==> src/rtl/sampler_pkg.sv <==
// Shared types and helpers for the AXI4-lite bus sampler.
package sampler_pkg;

    localparam logic [1:0] TYPE_WADDR = 2'd3;
    localparam logic [1:0] TYPE_WDATA = 2'd2;
    localparam logic [1:0] TYPE_RADDR = 2'd1;
    localparam logic [1:0] TYPE_RDATA = 2'd0;

    typedef struct packed {
        logic [1:0]  etype;
        logic [1:0]  eclass;
        logic [31:0] value;
    } entry_t;

    function automatic logic [1:0] class_of(input logic [2:0] prot);
        return {prot[0], prot[2]};
    endfunction

    // Bit (type*4 + 3 - class) of the control word; 3 - class is ~class for 2 bits.
    function automatic logic [3:0] ctrl_index(input logic [1:0] etype, input logic [1:0] eclass);
        return {etype, ~eclass};
    endfunction

endpackage

==> src/rtl/sampler_fifo.sv <==
// Synchronous FIFO of captured entries with combinational head output.
module sampler_fifo
    import sampler_pkg::*;
#(
    parameter int DEPTH = 8
) (
    input  logic                     clk,
    input  logic                     rstn,
    input  logic                     push,
    input  entry_t                   push_data,
    input  logic                     pop,
    output entry_t                   head,
    output logic                     full,
    output logic                     empty,
    output logic [$clog2(DEPTH):0]   count
);

    localparam int AW = $clog2(DEPTH);

    entry_t        mem [DEPTH];
    logic [AW:0]   wptr;
    logic [AW:0]   rptr;
    logic          do_pop;
    logic          do_push;

    assign count   = wptr - rptr;
    assign empty   = (count == '0);
    assign full    = (count == (AW+1)'(DEPTH));
    assign do_pop  = pop && !empty;
    assign do_push = push && (!full || do_pop);
    assign head    = empty ? '0 : mem[rptr[AW-1:0]];

    always_ff @(posedge clk or negedge rstn) begin
        if (!rstn) begin
            wptr <= '0;
            rptr <= '0;
        end else begin
            if (do_push) wptr <= wptr + 1'b1;
            if (do_pop)  rptr <= rptr + 1'b1;
        end
    end

    always_ff @(posedge clk) begin
        if (do_push) mem[wptr[AW-1:0]] <= push_data;
    end

endmodule

==> src/rtl/axi_bus_sampler.sv <==
// Passive AXI4-lite monitor: qualifies handshakes against the control word,
// parks them in per-type slots and drains one slot per cycle into a FIFO.
module axi_bus_sampler
    import sampler_pkg::*;
#(
    parameter int DEPTH  = 8,
    parameter int DROP_W = 16
) (
    input  logic                     clk,
    input  logic                     rstn,
    input  logic [15:0]              sample_conf_ctrl,
    input  logic                     awvalid,
    input  logic                     awready,
    input  logic [31:0]              awaddr,
    input  logic [2:0]               awprot,
    input  logic                     wvalid,
    input  logic                     wready,
    input  logic [31:0]              wdata,
    input  logic                     arvalid,
    input  logic                     arready,
    input  logic [31:0]              araddr,
    input  logic [2:0]               arprot,
    input  logic                     rvalid,
    input  logic                     rready,
    input  logic [31:0]              rdata,
    input  logic                     pop,
    input  logic                     clr_drop,
    output logic [31:0]              head_value,
    output logic [3:0]               head_tag,
    output logic [$clog2(DEPTH):0]   fifo_count,
    output logic                     empty,
    output logic [DROP_W-1:0]        drop_cnt
);

    logic [2:0]        aw_prot_q;
    logic [2:0]        ar_prot_q;
    logic [3:0]        ev;
    logic [3:0][31:0]  ev_value;
    logic [3:0][1:0]   ev_class;
    logic [3:0]        qual;
    logic [3:0]        drop_vec;
    logic [2:0]        drop_num;
    logic [DROP_W:0]   drop_sum;

    logic [3:0]        slot_valid;
    logic [3:0][31:0]  slot_value;
    logic [3:0][1:0]   slot_class;

    logic              drain_valid;
    logic [1:0]        drain_sel;
    logic              push;
    entry_t            push_entry;
    entry_t            head;
    logic              fifo_full;

    always_comb begin
        ev       = '0;
        ev_value = '0;
        ev_class = '0;
        ev[TYPE_WADDR]       = awvalid & awready;
        ev[TYPE_WDATA]       = wvalid & wready;
        ev[TYPE_RADDR]       = arvalid & arready;
        ev[TYPE_RDATA]       = rvalid & rready;
        ev_value[TYPE_WADDR] = awaddr;
        ev_value[TYPE_WDATA] = wdata;
        ev_value[TYPE_RADDR] = araddr;
        ev_value[TYPE_RDATA] = rdata;
        ev_class[TYPE_WADDR] = class_of(awprot);
        ev_class[TYPE_RADDR] = class_of(arprot);
        // Data beats inherit protection from a same-cycle address handshake if there is one.
        ev_class[TYPE_WDATA] = class_of(ev[TYPE_WADDR] ? awprot : aw_prot_q);
        ev_class[TYPE_RDATA] = class_of(ev[TYPE_RADDR] ? arprot : ar_prot_q);
    end

    always_comb begin
        qual     = '0;
        drop_vec = '0;
        drop_num = '0;
        for (int t = 0; t < 4; t++) begin
            qual[t]     = ev[t] & sample_conf_ctrl[ctrl_index(2'(t), ev_class[t])];
            drop_vec[t] = qual[t] & slot_valid[t];
            drop_num    = drop_num + {2'b00, drop_vec[t]};
        end
    end

    // Ascending scan so the highest type code (WADDR) wins the drain.
    always_comb begin
        drain_valid = 1'b0;
        drain_sel   = TYPE_RDATA;
        for (int t = 0; t < 4; t++) begin
            if (slot_valid[t]) begin
                drain_valid = 1'b1;
                drain_sel   = 2'(t);
            end
        end
    end

    assign push       = drain_valid && (!fifo_full || (pop && !empty));
    assign push_entry = '{etype: drain_sel, eclass: slot_class[drain_sel], value: slot_value[drain_sel]};
    assign drop_sum   = {1'b0, drop_cnt} + (DROP_W+1)'(drop_num);

    always_ff @(posedge clk or negedge rstn) begin
        if (!rstn) begin
            aw_prot_q  <= '0;
            ar_prot_q  <= '0;
            slot_valid <= '0;
            slot_value <= '0;
            slot_class <= '0;
            drop_cnt   <= '0;
        end else begin
            if (ev[TYPE_WADDR]) aw_prot_q <= awprot;
            if (ev[TYPE_RADDR]) ar_prot_q <= arprot;
            for (int t = 0; t < 4; t++) begin
                if (push && (drain_sel == 2'(t))) begin
                    slot_valid[t] <= 1'b0;
                end else if (qual[t] && !slot_valid[t]) begin
                    slot_valid[t] <= 1'b1;
                    slot_value[t] <= ev_value[t];
                    slot_class[t] <= ev_class[t];
                end
            end
            if (clr_drop)
                drop_cnt <= DROP_W'(drop_num);
            else if (drop_sum[DROP_W])
                drop_cnt <= '1;
            else
                drop_cnt <= drop_sum[DROP_W-1:0];
        end
    end

    sampler_fifo #(.DEPTH(DEPTH)) u_fifo (
        .clk       (clk),
        .rstn      (rstn),
        .push      (push),
        .push_data (push_entry),
        .pop       (pop),
        .head      (head),
        .full      (fifo_full),
        .empty     (empty),
        .count     (fifo_count)
    );

    assign head_value = head.value;
    assign head_tag   = {head.etype, head.eclass};

endmodule
==> config.mk <==
export PLATFORM = sky130hd
export DESIGN_NAME = axi_bus_sampler
export DESIGN_NICKNAME = d
export VERILOG_FILES = /design/src/rtl/sampler_pkg.sv /design/src/rtl/sampler_fifo.sv /design/src/rtl/axi_bus_sampler.sv
export SDC_FILE = /design/constraint.sdc
export NUM_CORES = 1
export LEC_CHECK = 0
export ABC_AREA = 1
export CAP_MARGIN = 20
export CORE_AREA = 5 5 214 236
export DETAILED_ROUTE_END_ITERATION = 6
export DIE_AREA = 0 0 219 241
export PLACE_DENSITY = 0.63
export SLEW_MARGIN = 25
export SYNTH_ARGS = -nofsm -noshare
export SYNTH_HDL_FRONTEND = slang
export SYNTH_SLANG_ARGS = --single-unit
==> constraint.sdc <==
create_clock -name clk -period 5.7 [get_ports clk]
set_input_delay 1.14 -clock clk [delete_from_list [all_inputs] [get_ports clk]]
set_output_delay 1.14 -clock clk [all_outputs]
set_load 0.02 [all_outputs]
==> results of run 1 <==
## sequential cells by signal (all words and copies together), names as in the netlist
signal	flops
u_fifo.rptr	4
u_fifo.wptr	4
slot_class	8
u_fifo.mem	288
slot_value	128
slot_valid	4
drop_cnt	16
aw_prot_q	2
ar_prot_q	2
## worst max-delay path, delay by kind of cell, from the launching register on
kind | cells | cell delay (ns)
buffers and inverters | 2 | 1.27
adders and majority gates | 2 | 0.83
DFF | 1 | 0.70
and+or+nand+nor | 3 | 0.51
## area by class of cell
type / instances / area (um^2)
clock buffer: 62 / 1271
clock inverter: 23 / 386.6
fill: 4383 / 23490
inverter: 133 / 501.7
multi-input combinational: 1257 / 6006
sequential: 456 / 12860
tap: 645 / 807.0
timing repair buffer: 243 / 2399
## final timing paths
check	from	end	cells past startpoint
worst max register to register	slot_valid[3]	drop_cnt[1]	15
worst max-delay path	u_fifo.rptr[0]	empty	7
worst min-delay path	slot_value[88]	slot_value[88]	2
max in group asynchronous	rstn	drop_cnt[13]	2
worst min register to register	slot_value[88]	slot_value[88]	2
min in group asynchronous	rstn	slot_value[111]	1
## per-stage QoR
stage	power [mW]	setup slack, ns
global route	16.22	0.4013
global placement	11.85	0.5926
detailed placement	12.05	0.5113
CTS	15.34	0.5719
finish	15.25	0.6627
floorplan	9.453	1.050
## layer usage
metal / vias up / GRT usage / part of all wire
li1: 7063 / - / -
met1: 7262 / 0.2817 / 0.44
met2: 439 / 0.3356 / 0.49
met3: 67 / 0.03375 / 0.060
met4: 0 / 0.04492 / 0.017
met5: - / 0 / 0
## cell families (layout without fill, tap and decap cells)
| logic type | Yosys count | after routing | share of synthesized area |
|---|---|---|---|
| flip-flops | 456 | 456 | 0.6481 |
| AO/OA/AOI/OAI | 310 | 310 | 0.09003 |
| XOR/XNOR | 7 | 7 | 0.003092 |
| buffers and inverters | 247 | 461 | 0.05249 |
| AND/OR/NAND/NOR | 927 | 927 | 0.1970 |
| adder cells (fa/ha/maj) | 13 | 13 | 0.009338 |
## Yosys cell counts, types with 2 or more instances
master	count
nand2_1	574
a22oi_1	36
nor2_1	142
nand3_4	2
o21ai_2	2
inv_2	9
buf_1	6
nand2_2	9
nand4_1	72
o21ai_1	8
dfrtp_1	168
a21oi_1	78
or2_2	2
o21ai_0	147
a31oi_1	2
inv_1	123
xor2_1	4
xnor2_1	3
ha_1	10
o2111ai_1	34
nand3b_1	3
fa_1	3
nor3_1	7
o22ai_1	2
clkbuf_1	67
nand3_1	110
edfxtp_1	288
buf_2	31
buf_6	10
## where the power goes
group / total, mW / switching (mW) / internal [mW]
logic: 6.13 / 4.22 / 1.91
registers: 5.86 / 0.464 / 5.39
clock network: 3.27 / 1.28 / 1.99
total: 15.3 / 5.96 / 9.29
==> summary.txt, run 1 <==
Run status - finished, final reports clean
IO Count - 219
Worst Tran Pin Value - 1.045 ns
Finished Core Util - 0.5078
Number of synthesized flops with an enable pin - 288
CTS buffer count - 46
Largest area contributor in the netlist - edfxtp_1
Commonest cells after routing, fill and taps aside - nand2_1, edfxtp_1, clkdlybuf4s50_1
Core Rows - 84
MaxCap Viol Count - 0
Kind of critical path - flip-flop to output port
Min Hold Slack - 0.4685 ns
Post-DR wirelength/cell - 19.10 um
Longest Clk Path Bufs - 3
Worst setup EP type - output port
Routed vias - 14.83k
Syn avg cell area - 10.12 um^2
CP Max Fanout - 46
H-tree depth - 2
Crit path launch type - flip-flop
Mapped Cells - 1960
Post-DRT Antenna Nets - 0
Max frequency - 0.1985 GHz
Commonest non-fill, non-tap cell in the layout - nand2_1
Final-report max-slew violation count - 0
Fin crit period - 5.037 ns
Post-Syn Area - 0.01983 mm^2
CP max-delay cell - clkdlybuf4s50_1
Area Growth Syn to Fin - 22.17%
Post-route cell area - 0.02423 mm^2
Post-placement cell area - 0.02254 mm^2
Async S/R FF share, synth - 0.3684
CP Data Arrival Time - 3.90 ns
Die Y - 241 um
Yosys cell types - 37
Tcrit/Tclk final - 0.8837
DRT iter0 DRCs - 1169
First-pass GRT wire length - 84.13 mm
Port bufs - 216
Starting Density - 0.4156
Crit path required time - 4.56 ns
P_leak - 9.848 nW
Final Setup Violations - 0
Register-to-register setup slack - 1.69 ns
PD cells - 629.6 mW/mm^2
Initial antenna violation count - 0
Worst skew pair latency - 0.57 ns
Sink Count - 456
All-Layer GR Usage - 0.2017
Post-synth top area share - 0.4361
Setup Buffers After CTS - 0
Die area - 0.05278 mm^2
Total number of yosys warnings - 0
Rel. slew slack - 0.3036
Die Wd - 219 um
Core area - 0.04772 mm^2
Post-Syn Nets - 2135
RePlAce Congestion - 0.8289
Clk root buf - clkbuf_16
Ys flop type - edfxtp_1
Detailed Place HPWL - 33.42 mm
Post-synthesis register bit count - 456
Vias in the first global route - 14.89k
Nets - 2312
PostCTS Resize Cnt - 0
RSZ-0062 raised after global routing - false
Slowest cell delay on critical path - 0.73 ns
Sum of negative setup slack - 0 ns
Worst hold path class - flip-flop to flip-flop
Final hold vios - 0
Synth top area cells - edfxtp_1, dfrtp_1, nand2_1
Drt via density - 5.261
Gr ovfl total - 0
Final wirelength - 53.85 mm
Diode count - 0
Largest net degree at the start of global routing - 93
Share of layout cells above drive strength 1 - 0.06440
Cts-stage hold buffer count - 0
Clock slew at reported path FFs - 0.06 ns
Sequential share of the synthesized area - 0.6481
Crit-path cells - ha_1 -> fa_1 -> nand2_1 -> nand3b_1 -> nand3b_2 -> inv_2 -> clkdlybuf4s50_1
DP Cell Count - 2733
DRC viols - 0
DRT Pass-1 Iters - 5
Finished Layout Cells - 2819
CTS tree - done
Worst Skew - 0.01827 ns
VDD IR max - 383.0 uV
Power figures use the tool's default switching activity.
==> inputs of run 2 (changes only) <==
--- a/config.mk
+++ b/config.mk
@@ -8,9 +8,11 @@
 export ABC_AREA = 1
 export CAP_MARGIN = 20
 export CORE_AREA = 5 5 214 236
+export CTS_CLUSTER_SIZE = 14
 export DETAILED_ROUTE_END_ITERATION = 6
 export DIE_AREA = 0 0 219 241
 export PLACE_DENSITY = 0.63
+export RECOVER_POWER = 25
 export SLEW_MARGIN = 25
 export SYNTH_ARGS = -nofsm -noshare
 export SYNTH_HDL_FRONTEND = slang
==> constraint.sdc (replaced) <==
create_clock -name clk -period 5 [get_ports clk]
set_input_delay 1 -clock clk [delete_from_list [all_inputs] [get_ports clk]]
set_output_delay 1 -clock clk [all_outputs]
set_load 0.02 [all_outputs]
==> run 2 against run 1 <==
The run now ends with max-capacitance violations, max-slew violations left; cell area shrank 0.79%; clock power grew 4%; register-to-register slack lost 1.2 ns; largest power group unchanged; critical path depth grew 3; combinational power grew 15%.
==> summary.txt, run 2 (synthesis results as in run 1) <==
Worst Setup Slack post-DPL - 0.2865 ns (-0.2248 ns)
CP Max Fanout - 36 (-22%)
Failing checks - max-capacitance violations, max-slew violations
Die Y - 241 um (unchanged)
Drt via density - 5.266 (about the same)
Routed vias - 14.88k (+0.31%)
Rel. slew slack - -0.5496 (-0.8532)
Starting Density - 0.4156 (unchanged)
Longest Clk Path Bufs - 3 (unchanged)
Detailed Place HPWL - 34.00 mm (+1.7%)
H-tree depth - 2 (unchanged)
Crit path launch type - flip-flop
Die area - 0.05278 mm^2 (unchanged)
Clock slew at reported path FFs - 0.06 ns (about the same)
Tcrit/Tclk final - 0.9281
DRT Pass-1 Iters - 5 (unchanged)
Commonest cells after routing, fill and taps aside - nand2_1, edfxtp_1, clkdlybuf4s50_1
Fin crit period - 4.640 ns
Worst skew pair latency - 0.58 ns (about the same)
Die Wd - 219 um (unchanged)
Port bufs - 216 (unchanged)
Post-DRT Antenna Nets - 0 (unchanged)
Hold path endpoint - slot_value[4]
Core area - 0.04772 mm^2 (unchanged)
Max reg flops - 288 (unchanged)
Worst hold path class - flip-flop to flip-flop
Setup Buffers After CTS - 0 (unchanged)
MaxCap Viol Count - 6 (+6)
P_leak - 9.749 nW (-1.0%)
Run status - complete, but fails checks
Largest net degree at the start of global routing - 148 (+59%)
Total power - 17.08 mW (+12%)
Worst Skew - 0.02474 ns (+0.006472 ns)
R2R depth - 5 (-10)
Commonest non-fill, non-tap cell in the layout - nand2_1
Post-route setup slack - 0.3595 ns (-0.3032 ns)
DRC viols - 0 (unchanged)
Final-report max-slew violation count - 252 (+252)
DRT iter0 DRCs - 1116 (-4.5%)
Cts-stage hold buffer count - 0 (unchanged)
Diode count - 0 (unchanged)
Top cell by count, worst path - nand3b_1
R2r endpoint - u_fifo.mem[6][31]
Min-delay src - slot_value[4]
Final hold vios - 0 (unchanged)
All-Layer GR Usage - 0.2031 (+0.001437)
Crit-path cells - inv_1 -> ha_1 -> fa_1 -> nand2_1 -> nand3b_1 -> nand3b_1 -> inv_2 -> buf_4 -> nor2_1 -> clkdlybuf4s50_1
Clk root buf - clkbuf_16
Hold path depth - 2 (unchanged)
PostCTS Resize Cnt - 0 (unchanged)
VDD IR max - 413.4 uV (+7.9%)
Final Setup Violations - 0 (unchanged)
CP Data Arrival Time - 3.64 ns (-0.26 ns)
Core Rows - 84 (unchanged)
Post-DR wirelength/cell - 19.30 um (+1.0%)
Reg-to-Reg Start - slot_valid[3]
Gr ovfl total - 0 (unchanged)
CTS buffer count - 46 (unchanged)
Worst Tran Pin Value - 2.324 ns (+1.280 ns)
Register-to-register setup slack - 0.49 ns (-1.20 ns)
Slowest cell delay on critical path - 0.58 ns (-0.15 ns)
PD cells - 710.7 mW/mm^2 (+13%)
CTS tree - done
Crit path required time - 4.00 ns (-0.56 ns)
Finished Core Util - 0.5037 (-0.004038)
Initial antenna violation count - 1 (+1)
Vias in the first global route - 14.98k (+0.60%)
First-pass GRT wire length - 84.26 mm (+0.16%)
RSZ-0062 raised after global routing - false
Area Growth Syn to Fin - 21.20%
Worst setup EP type - output port
CP max-delay cell - clkdlybuf4s50_1
Share of layout cells above drive strength 1 - 0.05872 (-0.005682)
Final wirelength - 54.52 mm (+1.2%)
RePlAce Congestion - 0.8218 (-0.86%)
Sum of negative setup slack - 0 ns (unchanged)
Fillers - 4403 (+0.46%)
Max frequency - 0.2155 GHz
Nets - 2318 (+0.26%)
Sink Count - 456 (unchanged)
IO Count - 219 (unchanged)
Kind of critical path - flip-flop to output port
run 2: changes by cell type in the layout (fill, tap and decap cells not counted), moves of 3 or more:
cell        previous run  this run
bufinv_16              9         4
clkinv_1               3        10
clkinvlp_2             0         4
clkbuf_1              10        13
clkbuf_8               6         3
run 2: per-layer routing:
layer | up-vias | track usage | part of all wire
met2 | 513 | 0.3340 | 0.48
met4 | 0 | 0.05881 | 0.022
met5 | - | 0 | 0
li1 | 7071 | - | -
met1 | 7207 | 0.2822 | 0.43
met3 | 86 | 0.03262 | 0.065
run 2: worst max path at each step:
stage                  endpoint  slack [ns]            from  depth (start not counted)
2_1_floorplan  u_fifo.mem[3][0]        0.35  u_fifo.rptr[2]                          8
3_5_place_dp        drop_cnt[1]        0.29       awprot[2]                         19
4_1_cts          head_value[20]        0.32  u_fifo.wptr[0]                         10
3_3_place_gp        drop_cnt[0]        0.36       awprot[2]                         19
5_1_grt          head_value[20]        0.12  u_fifo.rptr[1]                         10
6_report         head_value[20]        0.36  u_fifo.wptr[0]                         10
run 2: critical path: cells and delay by family, from the launching register on:
kind / cells / cell delay (ns)
and+or+nand+nor: 4 / 0.72
buffers and inverters: 4 / 1.20
DFF: 1 / 0.39
adders and majority gates: 2 / 0.74
run 2: stage by stage:
step,hold WS (ns),instance area [um^2],std cells
4_1_cts,0.4746,24100,2825
5_1_grt,0.4881,24040,2825
2_1_floorplan,0.4422,19830,1960
3_3_place_gp,0.4545,22590,2739
3_5_place_dp,0.4593,22620,2740
6_report,0.4722,24040,2825
run 2: final cells by class:
class,instances,area [um^2],area share
inverters,133,501.7,0.02087
multi-input cells,1257,5962,0.2480
flip-flops and latches,456,12860,0.5349
clock inverters,28,255.2,0.01062
clock buffers,57,1222,0.05086
well taps,645,807.0,0.03358
repair buffers,249,2431,0.1011
run 2: report_power, final:
part,internal [mW],total [mW],leakage (nW),switching (mW)
sequential,6.15,6.62,4.77,0.464
combinational,2.18,7.07,4.27,4.89
clock,1.95,3.39,0.705,1.45
total,10.3,17.1,9.75,6.80
